[config.mk]
export PLATFORM = sky130hd
export DESIGN_NAME = sysop_scheduler
export DESIGN_NICKNAME = d
export VERILOG_FILES = /design/src/rtl/multicore_pkg.sv /design/src/rtl/sysop_scheduler_rr_arbiter.sv /design/src/rtl/sysop_scheduler.sv
export SDC_FILE = /design/constraint.sdc
export NUM_CORES = 1
export LEC_CHECK = 0
export CELL_PAD_IN_SITES_DETAIL_PLACEMENT = 0
export CELL_PAD_IN_SITES_GLOBAL_PLACEMENT = 1
export CORE_ASPECT_RATIO = 0.5
export CORE_MARGIN = 1
export CORE_UTILIZATION = 31
export CTS_BUF_LIST = sky130_fd_sc_hd__clkbuf_4 sky130_fd_sc_hd__clkbuf_8
export DETAILED_ROUTE_END_ITERATION = 8
export PLACE_DENSITY_LB_ADDON = 0.1
export SETUP_SLACK_MARGIN = 0.3
export SYNTH_ARGS = -nofsm -noshare
export SYNTH_HDL_FRONTEND = slang
export SYNTH_SLANG_ARGS = --single-unit
[constraint.sdc]
create_clock -name i_aclk -period 3.15 [get_ports i_aclk]
set_input_delay 0.945 -clock i_aclk [delete_from_list [all_inputs] [get_ports i_aclk]]
set_output_delay 0.945 -clock i_aclk [all_outputs]
set_load 0.03 [all_outputs]
[src/rtl/multicore_pkg.sv]
// Shared multicore types: system op encoding, data width, trap causes and scheduler FSM states.
// The trap-related items are used only when SYSOP_TRAP_EN is defined.
package multicore_pkg;

  localparam int DATA_SIZE = 32;

  typedef enum logic [2:0] {
    RDCYCLE    = 3'd0,
    RDCYCLEH   = 3'd1,
    RDTIME     = 3'd2,
    RDTIMEH    = 3'd3,
    RDINSTRET  = 3'd4,
    RDINSTRETH = 3'd5,
    SCALL      = 3'd6,
    SBREAK     = 3'd7
  } t_sysop;

  typedef enum logic {
    TRAP_SCALL  = 1'b0,
    TRAP_SBREAK = 1'b1
  } t_trap_cause;

  typedef enum logic [1:0] {
    S_IDLE  = 2'd0,
    S_ISSUE = 2'd1,
    S_RESP  = 2'd2,
    S_TRAP  = 2'd3
  } t_sysop_sched_state;

  function automatic logic is_trap_op(input t_sysop op);
    return (op == SCALL) || (op == SBREAK);
  endfunction

endpackage

[src/rtl/sysop_scheduler_rr_arbiter.sv]
// Combinational round-robin picker: first set bit of req at or above ptr, wrapping to 0.
module rr_arbiter #(
  parameter int NUM_REQ = 4,
  localparam int ID_W = (NUM_REQ > 1) ? $clog2(NUM_REQ) : 1
) (
  input  logic [NUM_REQ-1:0] req,
  input  logic [ID_W-1:0]    ptr,
  output logic [NUM_REQ-1:0] grant_onehot,
  output logic [ID_W-1:0]    grant_idx
);

  logic            found;
  int              j;
  logic [ID_W-1:0] idx;

  always_comb begin
    grant_onehot = '0;
    grant_idx    = '0;
    found        = 1'b0;
    j            = 0;
    idx          = '0;
    for (int i = 0; i < NUM_REQ; i++) begin
      j = int'(ptr) + i;
      if (j >= NUM_REQ) j = j - NUM_REQ;
      idx = ID_W'(j);
      if (!found && req[idx]) begin
        found             = 1'b1;
        grant_onehot[idx] = 1'b1;
        grant_idx         = idx;
      end
    end
  end

endmodule

[src/rtl/sysop_scheduler.sv]
// Shares one system execute unit among NUM_REQ hardware threads, one op in flight at a time.
// SYSOP_TRAP_EN routes SCALL/SBREAK through a trap handshake instead of the unit.
module sysop_scheduler
  import multicore_pkg::*;
#(
  parameter int NUM_REQ  = 4,
  parameter int REQ_ID_W = (NUM_REQ > 1) ? $clog2(NUM_REQ) : 1
) (
  input  logic                          i_aclk,
  input  logic                          i_areset,
  input  logic [NUM_REQ-1:0]            i_req_valid,
  input  t_sysop [NUM_REQ-1:0]          i_req_op,
  output logic [NUM_REQ-1:0]            o_req_ready,
  output t_sysop                        o_unit_op,
  input  logic [DATA_SIZE-1:0]          i_unit_result,
  output logic [NUM_REQ-1:0]            o_rsp_valid,
  output logic [DATA_SIZE-1:0]          o_rsp_data,
  input  logic [NUM_REQ-1:0]            i_rsp_ready,
`ifdef SYSOP_TRAP_EN
  output logic                          o_trap_valid,
  output logic [REQ_ID_W-1:0]           o_trap_id,
  output t_trap_cause                   o_trap_cause,
  input  logic                          i_trap_ack,
`endif
  output t_sysop_sched_state            o_state
);

  // Handshakes: a request transfers when i_req_valid[i] & o_req_ready[i] at a rising edge;
  // a response transfers when o_rsp_valid[g] & i_rsp_ready[g]. Valid never drops before transfer.

  t_sysop_sched_state    state_q;
  logic [REQ_ID_W-1:0]   ptr_q;
  logic [REQ_ID_W-1:0]   grant_q;
  t_sysop                op_q;
  t_sysop                unit_op_q;
  logic [NUM_REQ-1:0]    rsp_valid_q;
  logic [DATA_SIZE-1:0]  rsp_data_q;
  logic [NUM_REQ-1:0]    arb_onehot;
  logic [REQ_ID_W-1:0]   arb_idx;
  logic [NUM_REQ-1:0]    req_ready;
  logic                  handshake;
  t_sysop                req_op_sel;

  rr_arbiter #(.NUM_REQ(NUM_REQ)) u_arb (
    .req          (i_req_valid),
    .ptr          (ptr_q),
    .grant_onehot (arb_onehot),
    .grant_idx    (arb_idx)
  );

  // Ready is gated by reset so every output reads zero while reset is held.
  assign req_ready  = (state_q == S_IDLE && !i_areset) ? arb_onehot : '0;
  assign handshake  = |(i_req_valid & req_ready);
  assign req_op_sel = i_req_op[arb_idx];

`ifdef SYSOP_TRAP_EN
  logic                  trap_valid_q;
  logic [REQ_ID_W-1:0]   trap_id_q;
  t_trap_cause           trap_cause_q;
`endif

  always_ff @(posedge i_aclk or posedge i_areset) begin
    if (i_areset) begin
      state_q      <= S_IDLE;
      ptr_q        <= '0;
      grant_q      <= '0;
      op_q         <= RDCYCLE;
      unit_op_q    <= RDCYCLE;
      rsp_valid_q  <= '0;
      rsp_data_q   <= '0;
`ifdef SYSOP_TRAP_EN
      trap_valid_q <= 1'b0;
      trap_id_q    <= '0;
      trap_cause_q <= TRAP_SCALL;
`endif
    end else begin
      case (state_q)
        S_IDLE: begin
          if (handshake) begin
            grant_q <= arb_idx;
            op_q    <= req_op_sel;
            ptr_q   <= (arb_idx == REQ_ID_W'(NUM_REQ - 1)) ? '0 : arb_idx + 1'b1;
`ifdef SYSOP_TRAP_EN
            if (is_trap_op(req_op_sel)) begin
              state_q      <= S_TRAP;
              trap_valid_q <= 1'b1;
              trap_id_q    <= arb_idx;
              trap_cause_q <= (req_op_sel == SCALL) ? TRAP_SCALL : TRAP_SBREAK;
            end else begin
              state_q   <= S_ISSUE;
              unit_op_q <= req_op_sel;
            end
`else
            state_q   <= S_ISSUE;
            unit_op_q <= req_op_sel;
`endif
          end
        end
        S_ISSUE: begin
          // Trap ops never carry the unit's result, which may be undefined for them.
          rsp_data_q  <= is_trap_op(op_q) ? '0 : i_unit_result;
          rsp_valid_q <= NUM_REQ'(1) << grant_q;
          unit_op_q   <= RDCYCLE;
          state_q     <= S_RESP;
        end
        S_RESP: begin
          if (i_rsp_ready[grant_q]) begin
            rsp_valid_q <= '0;
            rsp_data_q  <= '0;
            state_q     <= S_IDLE;
          end
        end
`ifdef SYSOP_TRAP_EN
        S_TRAP: begin
          if (i_trap_ack) begin
            trap_valid_q <= 1'b0;
            trap_id_q    <= '0;
            trap_cause_q <= TRAP_SCALL;
            rsp_valid_q  <= NUM_REQ'(1) << grant_q;
            rsp_data_q   <= '0;
            state_q      <= S_RESP;
          end
        end
`endif
        default: state_q <= S_IDLE;
      endcase
    end
  end

  assign o_req_ready = req_ready;
  assign o_unit_op   = unit_op_q;
  assign o_rsp_valid = rsp_valid_q;
  assign o_rsp_data  = rsp_data_q;
  assign o_state     = state_q;

`ifdef SYSOP_TRAP_EN
  assign o_trap_valid = trap_valid_q;
  assign o_trap_id    = trap_id_q;
  assign o_trap_cause = trap_cause_q;
`endif

endmodule

==> flow_summary.json, run 1 <==
{
  "status": "finished, violations left",
  "violations": "setup timing",
  "syn_nets": 284,
  "startpoint": "i_req_valid[2]",
  "synth-warning-count": 0,
  "setup_viol": 4,
  "n_antenna_cell": 0,
  "grt_max_degree": 48,
  "cts.sinks": 47,
  "fin_util_pct": 53.73,
  "crit_type": "in -> out",
  "netlist_instances": 223,
  "cap_viol_max_count": 0,
  "grt_pass1_wl_um": 10990,
  "holdPathStages": 1,
  "rr_startpoint": "ptr_q[1]$_DFFE_PP0P_",
  "ctsRootBufferMaster": "clkbuf_8",
  "rsz0062_at_grt": "true",
  "core_area_mm2": 0.007625,
  "ys_types": 47,
  "stdcell_area_mm2": 0.004096,
  "ff2ff_path_depth": 10,
  "final_cell_mix": "clkdlybuf4s50_1 (90), dfrtp_1 (47), a22o_1 (35), buf_4 (32)",
  "synth-edff-count": 0,
  "ys_seq_area_share_pct": 46.31,
  "wl_per_cell_um": 14.63,
  "synth_fa_ha_area_share_pct": 3.448,
  "dp_hpwl_um": 4922,
  "grt_pass1_vias": 2267,
  "slew_violations": 0,
  "synthMuxAreaShare_pct": 10.84,
  "power.internal_uw": 2238,
  "fillers": 690,
  "layout_worst_path_cycle_share_pct": 108.5,
  "worst_pin_slew_ns": 0.6853,
  "ys.flop_type": "dfrtp_1",
  "synth_area_mm2": 0.002540,
  "dieHeight_um": 66.01,
  "whs_ns": 0.5137,
  "p_leak_uw": 0.001819,
  "r2r_setup_slack_ns": 0.27,
  "vias_per_cell": 4.906,
  "drt_wl_total_um": 6684,
  "synth-seq-cells": 47,
  "max_slew_margin_pct": 54.07,
  "hold_path_class": "reg -> reg",
  "place_congestion": 0.8649,
  "synth_simple_gate_area_share_pct": 10.05,
  "insertion_delay_ns": 0.30,
  "dieArea_mm2": 0.008581,
  "place_area_mm2": 0.003953,
  "rows": 22,
  "peakVddDrop_mv": 0.3698,
  "path_clk_slew_ns": 0.09,
  "rr_endpoint": "grant_q[1]$_DFFE_PP0P_",
  "power_frac_comb_pct": 65.1,
  "synth.avg_cell_area_um2": 11.39,
  "crit_path_max_fanout": 6,
  "antenna_found_initial": 0,
  "total_power_uw": 3914,
  "synth-compound-area-share_pct": 24.88,
  "critPathArrivalTime_ns": 2.47,
  "cts_tree": "built",
  "async_flop_share_pct": 100.0,
  "h-tree-depth": 2,
  "grt_use_total_pct": 16.59,
  "worst_slack_ns": -0.2676,
  "syn2layout_area_growth_pct": 61.28,
  "cts_inserted_buffers": 5,
  "whs_endpoint": "o_rsp_data[4]$_DFFE_PP0P_",
  "crit_path_end_kind": "primary output",
  "clk_path_buf_depth": 2,
  "first_pass_iters": 4,
  "power_switching_uw": 1676,
  "grt_overflow": 0,
  "skew_ns": 0.005627,
  "route.detailed.drc": 0,
  "ios": 99,
  "portBuffers": 98,
  "via_count": 2242,
  "start_util_pct": 33.31,
  "powerDensity_mw_per_mm2": 955.5,
  "first_iter_violations": 87,
  "switching_share_pct": 42.83,
  "seqPwrFrac_pct": 25.4,
  "synth_xor_area_share_pct": 0.3448,
  "required_ns": 2.20,
  "setup.worst_path.start_class": "input port",
  "synth_top_family_by_area": "compound AO/OA/AOI/OAI gates",
  "drive_gt1_share_pct": 24.64,
  "ant_nets": 0,
  "fmax_mhz": 292.6,
  "p_clk_share_pct": 9.5,
  "hold_violations": 0,
  "min_period_ns": 3.418,
  "final_common_cell": "clkdlybuf4s50_1",
  "hp-start": "o_rsp_data[4]$_DFFE_PP0P_",
  "nets": 409,
  "dp_slack_ns": -0.7074,
  "die_w_um": 130.0
}
synthesized netlist by cell type, types with 2 or more instances:
| cell type | instances | area [um^2] |
|---|---|---|
| dfrtp_1 | 47 | 1176 |
| a22o_1 | 35 | 306.5 |
| a21oi_1 | 17 | 85.08 |
| clkbuf_1 | 11 | 41.29 |
| mux2i_1 | 11 | 110.1 |
| inv_1 | 8 | 30.03 |
| nor2_1 | 8 | 30.03 |
| ha_1 | 7 | 87.58 |
| nand2_1 | 7 | 26.28 |
| and3_1 | 5 | 31.28 |
| mux2_2 | 5 | 56.30 |
| nand2b_1 | 4 | 25.02 |
| nand3b_1 | 4 | 30.03 |
| nor3_1 | 4 | 20.02 |
| o21ai_0 | 4 | 20.02 |
| a41oi_1 | 3 | 26.28 |
| mux4_2 | 3 | 67.56 |
| a21o_1 | 2 | 15.01 |
| a221oi_1 | 2 | 17.52 |
| a22oi_1 | 2 | 15.01 |
| and3b_1 | 2 | 17.52 |
| buf_2 | 2 | 10.01 |
| nor2b_1 | 2 | 12.51 |
| o21ai_1 | 2 | 10.01 |
| o22ai_1 | 2 | 12.51 |
| or3_1 | 2 | 12.51 |
| or3b_2 | 2 | 17.52 |
power by group through the flow:
| stage | Combinational (uW) | Clock [uW] | Sequential (uW) |
|---|---|---|---|
| after global routing | 2720 | 408 | 1030 |
| after CTS | 2540 | 385 | 997 |
| after global placement | 2480 | 0 | 998 |
| after detailed placement | 2520 | 0 | 996 |
| after floorplan | 1220 | 0 | 1340 |
| final | 2550 | 372 | 994 |
per-layer routing:
metal	up-vias	global-route usage, %	part of all wire (%)
met5	-	0	0
met4	0	5.669	1.3
met3	8	2.589	3.7
met2	58	28.68	49
met1	1083	21.28	46
li1	1093	-	-
through the flow:
stage / cells / TNS, ns
CTS: 455 / -1.116
detailed placement: 447 / -7.979
global placement: 447 / -7.767
finish: 457 / -1.016
global route: 457 / -1.223
floorplan: 223 / -0.7973
cell type report:
cell class,count,area (um^2),area share (%)
clock inverters,2,17.52,0.4276
inverters,9,38.79,0.9469
multi-input cells,152,1376,33.60
repair buffers,133,1276,31.15
flip-flops and latches,47,1176,28.71
well taps,108,135.1,3.299
clock buffers,6,76.32,1.863
worst max path at each step:
stage                      to  slack, ns
2_1_floorplan  o_req_ready[3]      -0.20
3_3_place_gp   o_req_ready[3]      -0.69
3_5_place_dp   o_req_ready[2]      -0.71
4_1_cts        o_req_ready[0]      -0.29
5_1_grt        o_req_ready[0]      -0.32
6_report       o_req_ready[3]      -0.27
critical path: stages:
cell     delay (ns)
buf_8          0.10
or3_4          0.36
or3b_1         0.37
a21oi_2        0.14
or2_4          0.20
nand2_4        0.06
a21oi_4        0.14
buf_6          0.14
registers in the layout (all words and copies together), names as in the netlist, named ones only:
name,flops
o_unit_op,3
op_q,2
grant_q,2
o_rsp_data,32
o_state,2
ptr_q,1
o_rsp_valid,4
logic make-up (layout without fill, tap and decap cells):
logic type      count (synthesis)  count (layout)
flops                          47              47
xor+xnor                        1               1
fa+ha+maj                       7               7
buf+inv                        24             150
simple gates                   44              44
compound gates                 79              79
mux                            21              21
what timing repair did:
action	4_1_cts	5_1_grt
buffers inserted	0	2
pin swaps	9	7
hold buffers	0	0
setup endpoints to repair	14	14
gates resized for setup	27	5
No activity file was read; power rests on OpenSTA's default activity.
==> run 2, diff against run 1 <==
- CORE_UTILIZATION: 31 -> 45
- DONT_BUFFER_PORTS: default -> 1
==> run 2 against run 1 <==
  * The run still ends with setup timing left
  * Cell count down 34%
  * Worst setup slack better by 0.14 ns
  * Sequential share of layout area increased by 12 points
  * Non-clock buffer count shrank 116
  * Largest cell class unchanged
  * Clock power is 2% lower
  * Critical endpoint unchanged
  * Sequential cell count unchanged
  * Largest power group unchanged
  * Critical path depth down 2
  * Worst hold slack improved by 0.044 ns
  * First-iteration DRC count stayed put
==> flow_summary.json, run 2 (synthesized netlist as in run 1, its figures left out) <==
{
  "status": "finished, violations left",
  "violations": "setup timing",
  "fmax_mhz": 305.3,
  "grt_overflow": 0,
  "ctsRootBufferMaster": "clkbuf_8",
  "drive_gt1_share_pct": 27.47,
  "hold_path_class": "reg -> reg",
  "h-tree-depth": 2,
  "cts_tree": "built",
  "powerDensity_mw_per_mm2": 1145,
  "start_util_pct": 49.03,
  "place_congestion": 0.8283,
  "first_iter_violations": 87,
  "wl_per_cell_um": 18.72,
  "critPathArrivalTime_ns": 2.33,
  "max_slew_margin_pct": 37.55,
  "ios": 99,
  "largest_register_ff_count": 32,
  "grt_max_degree": 48,
  "clk_path_buf_depth": 2,
  "first_pass_iters": 4,
  "syn2layout_area_growth_pct": 14.53,
  "layout_worst_path_cycle_share_pct": 104.0,
  "place_area_mm2": 0.002754,
  "crit_path_max_fanout": 13,
  "path_clk_slew_ns": 0.09,
  "insertion_delay_ns": 0.30,
  "route.detailed.drc": 0,
  "required_ns": 2.20,
  "slew_violations": 0,
  "rsz0062_at_grt": "true",
  "p_leak_uw": 0.001327,
  "antenna_found_initial": 0,
  "peakVddDrop_mv": 0.5264,
  "worst_slack_ns": -0.1255,
  "cts_inserted_buffers": 5,
  "dp_hpwl_um": 3941,
  "cap_viol_max_count": 0,
  "grt_pass1_wl_um": 8562,
  "grt_use_total_pct": 19.63,
  "nets": 293,
  "stdcell_area_mm2": 0.002909,
  "vias_per_cell": 6.023,
  "cts.sinks": 47,
  "dieArea_mm2": 0.005967,
  "postCtsHoldBufs": 0,
  "setup_tns_ns": -0.4698,
  "dieHeight_um": 55.13,
  "min_period_ns": 3.276,
  "final_cell_mix": "dfrtp_1 (47), a22o_1 (35), buf_4 (16), a21oi_1 (11), mux2i_1 (11)",
  "r2r_setup_slack_ns": 0.32,
  "setup_viol": 4,
  "die_w_um": 108.2,
  "portBuffers": 0,
  "fillers": 452,
  "skew_ns": 0.005717,
  "ant_nets": 0,
  "hold_violations": 0,
  "n_antenna_cell": 0,
  "grt_pass1_vias": 1726,
  "rows": 18,
  "final_common_cell": "dfrtp_1",
  "core_area_mm2": 0.005180,
  "setup.worst_path.start_class": "input port",
  "via_count": 1825,
  "crit_path_end_kind": "primary output",
  "worst_pin_slew_ns": 0.9354,
  "crit_type": "in -> out",
  "drt_wl_total_um": 5671
}
## run 2: cell count changes in the layout (fill, tap and decap cells not counted), sizes merged
cell,before,now
inv,9,10
buf,43,17
clkbuf,6,5
clkdlybuf4s50,90,0
## run 2: metrics by stage
step	total power [uW]	instances	hold slack [ns]	worst slack, ns	utilization, %
after floorplan	2557	223	0.4940	-0.2032	-
after global placement	2886	292	0.5250	-0.1021	53.16
after CTS	3325	301	0.5629	-0.1260	55.58
final	3329	303	0.5577	-0.1255	56.16
after detailed placement	2920	292	0.5506	-0.1008	53.16
after global routing	3545	303	0.5816	-0.1996	56.16
## run 2: final timing paths
check                                     from                   endpoint  depth (start not counted)
min                        op_q[2]$_DFFE_PP0P_        op_q[2]$_DFFE_PP0P_                          2
min in group asynchronous             i_areset       ptr_q[1]$_DFFE_PP0P_                          1
max in group asynchronous             i_areset  o_rsp_data[2]$_DFFE_PP0P_                          1
max reg2reg                           register     grant_q[1]$_DFFE_PP0P_                         10
max                             i_req_valid[0]             o_req_ready[3]                          6
min reg2reg                op_q[2]$_DFFE_PP0P_        op_q[2]$_DFFE_PP0P_                          2
## run 2: report_power, final
part	switching, uW	internal, uW
clock	207	159
combinational	832	758
sequential	545	827
## run 2: area by class of cell
| cell class | count | area (um^2) | share of cell area [%] |
|---|---|---|---|
| Clock buffer | 5 | 68.82 | 2.366 |
| Inverter | 9 | 38.79 | 1.333 |
| Timing Repair Buffer | 17 | 131.4 | 4.516 |
| Tap cell | 70 | 87.58 | 3.011 |
| Clock inverter | 3 | 22.52 | 0.7742 |
| Multi-Input combinational cell | 152 | 1384 | 47.57 |
| Sequential cell | 47 | 1176 | 40.43 |
## run 2: routing by layer
metal  vias up  GRT usage [%]  part of all wire [%]
li1        860              -                     -
met1       893          24.41                    45
met2        66          30.79                    47
met3         6          7.611                   7.0
met4         0          9.361                  0.90
met5         -              0                     0
## run 2: worst max-delay path, stage by stage
cell and delay, ns:
or3_4 0.35, or3b_1 0.37, a21oi_2 0.14, or2_4 0.20
nand2_2 0.08, a21oi_4 0.24
## run 2: timing repair
action	CTS	global route
endpoints found under the setup margin	4	11
setup buffers	1	2
cloned	0	0
gates resized for setup	8	5
pin swaps	7	6
